[src/rtl/par_to_ser_tx_pkg.sv]
// Shared types for the stream chapter transmitters.
// Holds the tx FSM state type and default widths.
package par_to_ser_tx_pkg;

  localparam int TX_DW    = 8;
  localparam int TX_DIV_W = 8;
  localparam int CNT_W    = $clog2(TX_DW);

  typedef enum logic {
    IDLE  = 1'b0,
    SHIFT = 1'b1
  } tx_state_e;

endpackage

[src/rtl/par_to_ser_tx_bit_period_cnt.sv]
// Bit-period divider: counts 0..period, tick on the last
// cycle of each bit. Ports: clk, rst_n, clr, en, period, tick.
module bit_period_cnt #(
  parameter int DIV_W = 8
) (
  input  logic             clk,
  input  logic             rst_n,
  input  logic             clr,
  input  logic             en,
  input  logic [DIV_W-1:0] period,
  output logic             tick
);

  logic [DIV_W-1:0] cnt;

  assign tick = (cnt == period);

  always_ff @(posedge clk or negedge rst_n) begin
    if (!rst_n) begin
      cnt <= '0;
    end else if (clr) begin
      cnt <= '0;
    end else if (en) begin
      cnt <= tick ? '0 : cnt + 1'b1;
    end
  end

endmodule

[src/rtl/par_to_ser_tx.sv]
// MSB-first parallel-to-serial transmitter with bit strobes.
// Ports: clk, rst_n, in_valid/in_ready/in_data, div, ser_out, ser_valid, frame, done.
module par_to_ser_tx
  import par_to_ser_tx_pkg::*;
#(
  parameter int  DW    = TX_DW,
  parameter int  DIV_W = TX_DIV_W,
  parameter type dw_t  = logic [DW-1:0]
) (
  input  logic             clk,
  input  logic             rst_n,
  input  logic             in_valid,
  output logic             in_ready,
  input  dw_t              in_data,
  input  logic [DIV_W-1:0] div,
  output logic             ser_out,
  output logic             ser_valid,
  output logic             frame,
  output logic             done
);

  localparam int BCW = $clog2(DW);

  tx_state_e        state;
  dw_t              sreg;
  logic [BCW-1:0]   bit_cnt;
  logic [DIV_W-1:0] period_r;
  logic             tick;
  logic             last;
  logic             accept;

  bit_period_cnt #(
    .DIV_W (DIV_W)
  ) u_bpc (
    .clk    (clk),
    .rst_n  (rst_n),
    .clr    (accept),
    .en     (frame),
    .period (period_r),
    .tick   (tick)
  );

  assign frame     = (state == SHIFT);
  assign ser_valid = frame && tick;
  assign last      = (bit_cnt == BCW'(DW - 1));
  assign done      = ser_valid && last;
  assign in_ready  = !frame || done;
  assign accept    = in_valid && in_ready;
  // A finished word has been shifted fully out, so the MSB
  // is already 0 whenever the block is idle.
  assign ser_out   = sreg[DW-1];

  always_ff @(posedge clk or negedge rst_n) begin
    if (!rst_n) begin
      state    <= IDLE;
      sreg     <= '0;
      bit_cnt  <= '0;
      period_r <= '0;
    end else if (accept) begin
      state    <= SHIFT;
      sreg     <= in_data;
      bit_cnt  <= '0;
      period_r <= div;
    end else if (ser_valid) begin
      sreg    <= {sreg[DW-2:0], 1'b0};
      bit_cnt <= bit_cnt + 1'b1;
      if (last) begin
        state <= IDLE;
      end
    end
  end

endmodule

[config.mk]
export PLATFORM = sky130hd
export DESIGN_NAME = par_to_ser_tx
export DESIGN_NICKNAME = d
export VERILOG_FILES = /design/src/rtl/par_to_ser_tx_pkg.sv /design/src/rtl/par_to_ser_tx_bit_period_cnt.sv /design/src/rtl/par_to_ser_tx.sv
export SDC_FILE = /design/constraint.sdc
export NUM_CORES = 1
export LEC_CHECK = 0
export ABC_AREA = 1
export CORE_MARGIN = 2
export CORE_UTILIZATION = 50
export CTS_CLUSTER_DIAMETER = 40
export DETAILED_ROUTE_END_ITERATION = 12
export MAX_ROUTING_LAYER = met4
export PLACE_DENSITY = 0.75
export SLEW_MARGIN = 40
export SYNTH_ARGS = -nofsm -noshare
export SYNTH_HDL_FRONTEND = slang
export SYNTH_SLANG_ARGS = --single-unit
[constraint.sdc]
create_clock -name clk -period 4.55 [get_ports clk]
set_input_delay 0.455 -clock clk [delete_from_list [all_inputs] [get_ports clk]]
set_output_delay 0.455 -clock clk [all_outputs]
set_load 0.01 [all_outputs]
* After elaboration in Yosys (flattened, before gate mapping)
Cells that the tools add are included.
** Cells by class
- $add $sub $neg :: 2
- Multipliers :: 0
- Divide/modulo/power cells :: 0
- Magnitude comparators :: 0
- Eq/ne operators :: 2
- Shift operators :: 0
- Muxes and demuxes :: 10
- Bitwise logic cells :: 0
- Reductions and logical operators :: 9
** Operators by type and width (count)
- two-way mux 8 bit :: 5
- adder 8 x 1 -> 8 bit, second input constant :: 1
- == test 8 bit :: 1
- two-way mux 3 bit :: 2
- nonzero test 2 bit :: 3
- adder 3 x 1 -> 3 bit, second input constant :: 1
- == test 3 bit, second input constant :: 1
- logical AND 1 bit :: 3
- two-way mux 1 bit :: 3
- AND reduction 2 bit :: 1
- logical NOT 1 bit :: 1
- logical OR 1 bit :: 1
** Word-level totals
- Bits in registers :: 28
- Bits in latches :: 0
- Memory bits (writable) :: 0
- Memory bits (read-only) :: 0
- Bits of input ports :: 19
- Output and inout port bits :: 5
- Word-level logic and storage cells :: 28
- Memories :: 0

* Depth between registers and ports, before layout
- Depth after elaboration :: 7
- Gate-level depth with buffers :: 12
- Gate-level depth less buffers :: 12

* By module
Synthesis repeated with hierarchy kept, for this count alone.
** Unflattened totals
- Cells, all modules :: 199
- Area, all modules :: 1624.1 µm²
** Modules (own cells, without submodules)
- par_to_ser_tx :: instances 1, cells each 119, area each 1009.7 µm², sequential area each 500.5 µm²
- bit_period_cnt :: instances 1, cells each 80, area each 614.3 µm², sequential area each 200.2 µm²

* Worst setup path before layout
No wires, ideal clock.
- Path type :: reg2out
- From :: register u_bpc.cnt[4]
- To :: output port in_ready
- Data arrival time :: 1.171 ns
- Data required time :: 4.095 ns
- Setup slack :: 2.924 ns
- Stages on the path, launching flop included :: 7
- Path buffers :: 1
- Path through :: dfrtp_1 -> xnor2_1 -> nand2_1 -> nor2_1 -> nand2_2 -> o21bai_4 -> buf_6
** On the way
- Word-level cells in the longest chain between the ends :: 4
** RTL lines
- start, declared :: line par_to_ser_tx_bit_period_cnt.sv:14 : logic [DIV_W-1:0] cnt;
- start signal, assigned :: line par_to_ser_tx_bit_period_cnt.sv:24 : cnt <= tick ? '0 : cnt + 1'b1;
- == test 8 bit :: line par_to_ser_tx_bit_period_cnt.sv:16 : assign tick = (cnt == period);
- logical AND 1 bit :: line par_to_ser_tx.sv:44 : assign ser_valid = frame && tick;
- logical AND 1 bit :: line par_to_ser_tx.sv:46 : assign done = ser_valid && last;
- logical OR 1 bit :: line par_to_ser_tx.sv:47 : assign in_ready = !frame || done;
- end, declared :: line par_to_ser_tx.sv:13 : output logic in_ready,
Every way passes these cells.

* Worst setup path after layout
- From :: register u_bpc.cnt[0]
- To :: output port in_ready
The elaborated chain is that of the path after synthesis.

==> results by group <==
CTS
  – Worst-path clk slew: 150 ps
  – CTS Root Cell: clkbuf_4
  – CTS max path bufs: 2
  – H-tree depth: 1
  – Clock buffer count from CTS: 3
  – Clk sinks: 28
  – CTS resizes: 0
  – TritonCTS clock tree: done
  – Hold-fix buffers, CTS: 0
  – Clk_lat worst skew: 320 ps
  – Post-CTS Setup Bufs: 0

Setup path
  – Reg2reg end: sreg[1]
  – Critical Path Fanout Max: 16
  – Crit end category: output pin
  – R2R setup slack: 2700 ps
  – Worst R2R Start: u_bpc.cnt[0]
  – CP required: 4090 ps
  – Critical path class: register to output pin
  – Reg2reg path depth: 12
  – Crit path launch type: register
  – Worst EP arrival: 2220 ps

Synth
  – Top-count cell post-synth: nand2_1
  – Yosys warning total: 0
  – Syn_nets: 210
  – Avg Cell Area, Syn: 7.960 um^2
  – Cells after synthesis: 188
  – Yosys top cell by area: dfrtp_1
  – Most area-consuming cells after synthesis: dfrtp_1 47%, nand2_1 14%, nand3_1 8.4%
  – FF+latch count, synth: 28
  – Mapped Area: 1496 um^2
  – Synth top area share: 46.82%
  – Synth cell count leaders: 57 x nand2_1, 29 x inv_1, 28 x dfrtp_1
  – Post-synthesis async set-or-reset flop share: 100.0%
  – Ys flop type: dfrtp_1
  – Sequential element share of the synthesized area: 46.82%
  – Post-synth EDFFs: 0
  – Cell variety after synth: 21

Global routing
  – Met2 Use GR: 32.74%
  – GR Overflow Total: 0
  – M1 GR Usage: 26.47%
  – GR Util met3: 2.637%
  – Global-route wire length before repair: 5154 um
  – Initial antenna violation count: 0
  – Largest net degree at the start of global routing: 29
  – Global-route usage over all layers: 19.85%
  – Vias in the first global route: 1231
  – Grt peak-use layer: met2

Route
  – 1st-iter DRT viols: 59
  – Vias: 1228
  – Post-Route WL: 2891 um
  – Remaining antenna violation count after routing: 0
  – Vias per cell: 5.074
  – Wire length per cell: 11.95 um
  – Remaining routing DRC violations: 1
  – DRT Pass-1 Iters: 8

STA
  – Final clock skew: 5.645 ps
  – Final Hold Fails: 0
  – Crit path time final: 2678 ps
  – Final Cycle Share: 58.85%
  – Final worst slack: 1872 ps
  – Final setup fails: 0
  – Worst-Margin Slew: 552.4 ps
  – Slew headroom: 63.06%
  – RSZ-0062 raised after global routing: no
  – Fmax: 0.3734 GHz
  – Max-slew violations: 0
  – TNS Setup: 0 ps

Die
  – Die Wd: 58.71 um
  – Die area: 3446 um^2
  – Core area: 2805 um^2
  – Starting Density: 53.35%
  – Row count: 19
  – # IOs: 24
  – Die Span Y: 58.71 um

Power and ir drop
  – VDD IR max: 132.2 uV
  – Clk pwr share: 29.3%
  – PD cells: 230.7 nW/um^2
  – Total power draw: 406.1 uW
  – Combinational share of power: 7.8%
  – Cell Int Power: 320.2 uW
  – Flop pwr share: 62.9%
  – Switching pwr: 85.87 uW
  – Sw frac: 21.14%
  – Leakage: 0.0009240 uW

Placed design
  – Setup Slack @ Placement: 2259 ps
  – Hpwl dp: 2206 um
  – DP Area: 1724 um^2
  – GPL Wtd Cong: 0.9054
  – Port bufs: 23
  – Placed Cells: 238

Run
  – Max_cap viols: 0

Hold path
  – Hold Path Class: primary input to asynchronous set/reset pin

Layout
  – Ant. Diodes: 0
  – Area growth from synthesis to final layout: 17.64%
  – Layout cells sized above 1: 5.687%
  – Nets@finish: 234
  – Non-filler cells, final: 242
  – Final Instance Area: 1760 um^2

Run status
  – Run status: complete, but fails checks
  – Violated checks: design-rule violations
## state kept, by name (all words and copies together) (netlist names)
register   count
sreg           8
period_r       8
u_bpc.cnt      8
frame          1
bit_cnt        3
## placed cells by master, fill, tap and decap left out, drive strengths merged
cell type	netlist	layout
nand2	60	60
inv	31	31
dfrtp	28	28
nand3	25	25
clkdlybuf4s50	0	23
nor2	9	9
xnor2	6	6
o21ai	6	6
a21oi	4	4
o22ai	4	4
clkbuf	1	4
xor2	3	3
ha	3	3
nor3	2	2
o21bai	1	1
nand4	1	1
buf	4	1
## through the flow
step / utilization (%) / hold slack [ps]
final: 62.76 / 487.3
after CTS: 62.76 / 494.1
after global placement: 61.46 / 463.7
after detailed placement: 61.46 / 470.3
after floorplan: - / 159.4
after global routing: 62.76 / 501.7
## per-layer routing
layer	wire (um)	part of all wire, %
met5	0	0
met4	19	0.66
met3	82	2.8
met2	1433	50
met1	1357	47
## cells by family after synthesis
group	count (synthesis)	synth area share, %
buf+inv	36	11.04
fa+ha+maj	3	2.509
compound gates	15	6.270
xor+xnor	9	5.268
simple gates	97	28.09
flops	28	46.82
## worst max-delay path by stage
stage | start | to | cells after the start
final | u_bpc.cnt[0] | in_ready | 8
after global routing | u_bpc.cnt[1] | in_ready | 8
after CTS | u_bpc.cnt[0] | in_ready | 8
after detailed placement | u_bpc.cnt[0] | in_ready | 8
after global placement | u_bpc.cnt[0] | in_ready | 8
after floorplan | u_bpc.cnt[4] | in_ready | 6
## worst max-delay path, stage by stage, from the launching register on
cell	delay, ps
dfrtp_1	450
inv_1	100
nand2_1	50
nand2_1	50
nand2_1	60
nor2_1	120
nand2_2	100
o21bai_4	350
clkdlybuf4s50_1	620
## power by group through the flow
stage / clock, uW / sequential, uW / combinational, uW
2_1_floorplan: 0 / 260 / 8.23
3_3_place_gp: 0 / 260 / 31.5
3_5_place_dp: 0 / 260 / 32.6
4_1_cts: 123 / 255 / 32.5
5_1_grt: 133 / 256 / 35.7
6_report: 119 / 255 / 31.8
## cell type report
class | count | area (um^2)
clock buffers | 4 | 36.28
fillers | 257 | 1045
inverters | 31 | 116.4
multi-input cells | 124 | 630.6
flip-flops and latches | 28 | 700.7
well taps | 31 | 38.79
repair buffers | 24 | 237.7
No activity file was read; power rests on OpenSTA's default activity.
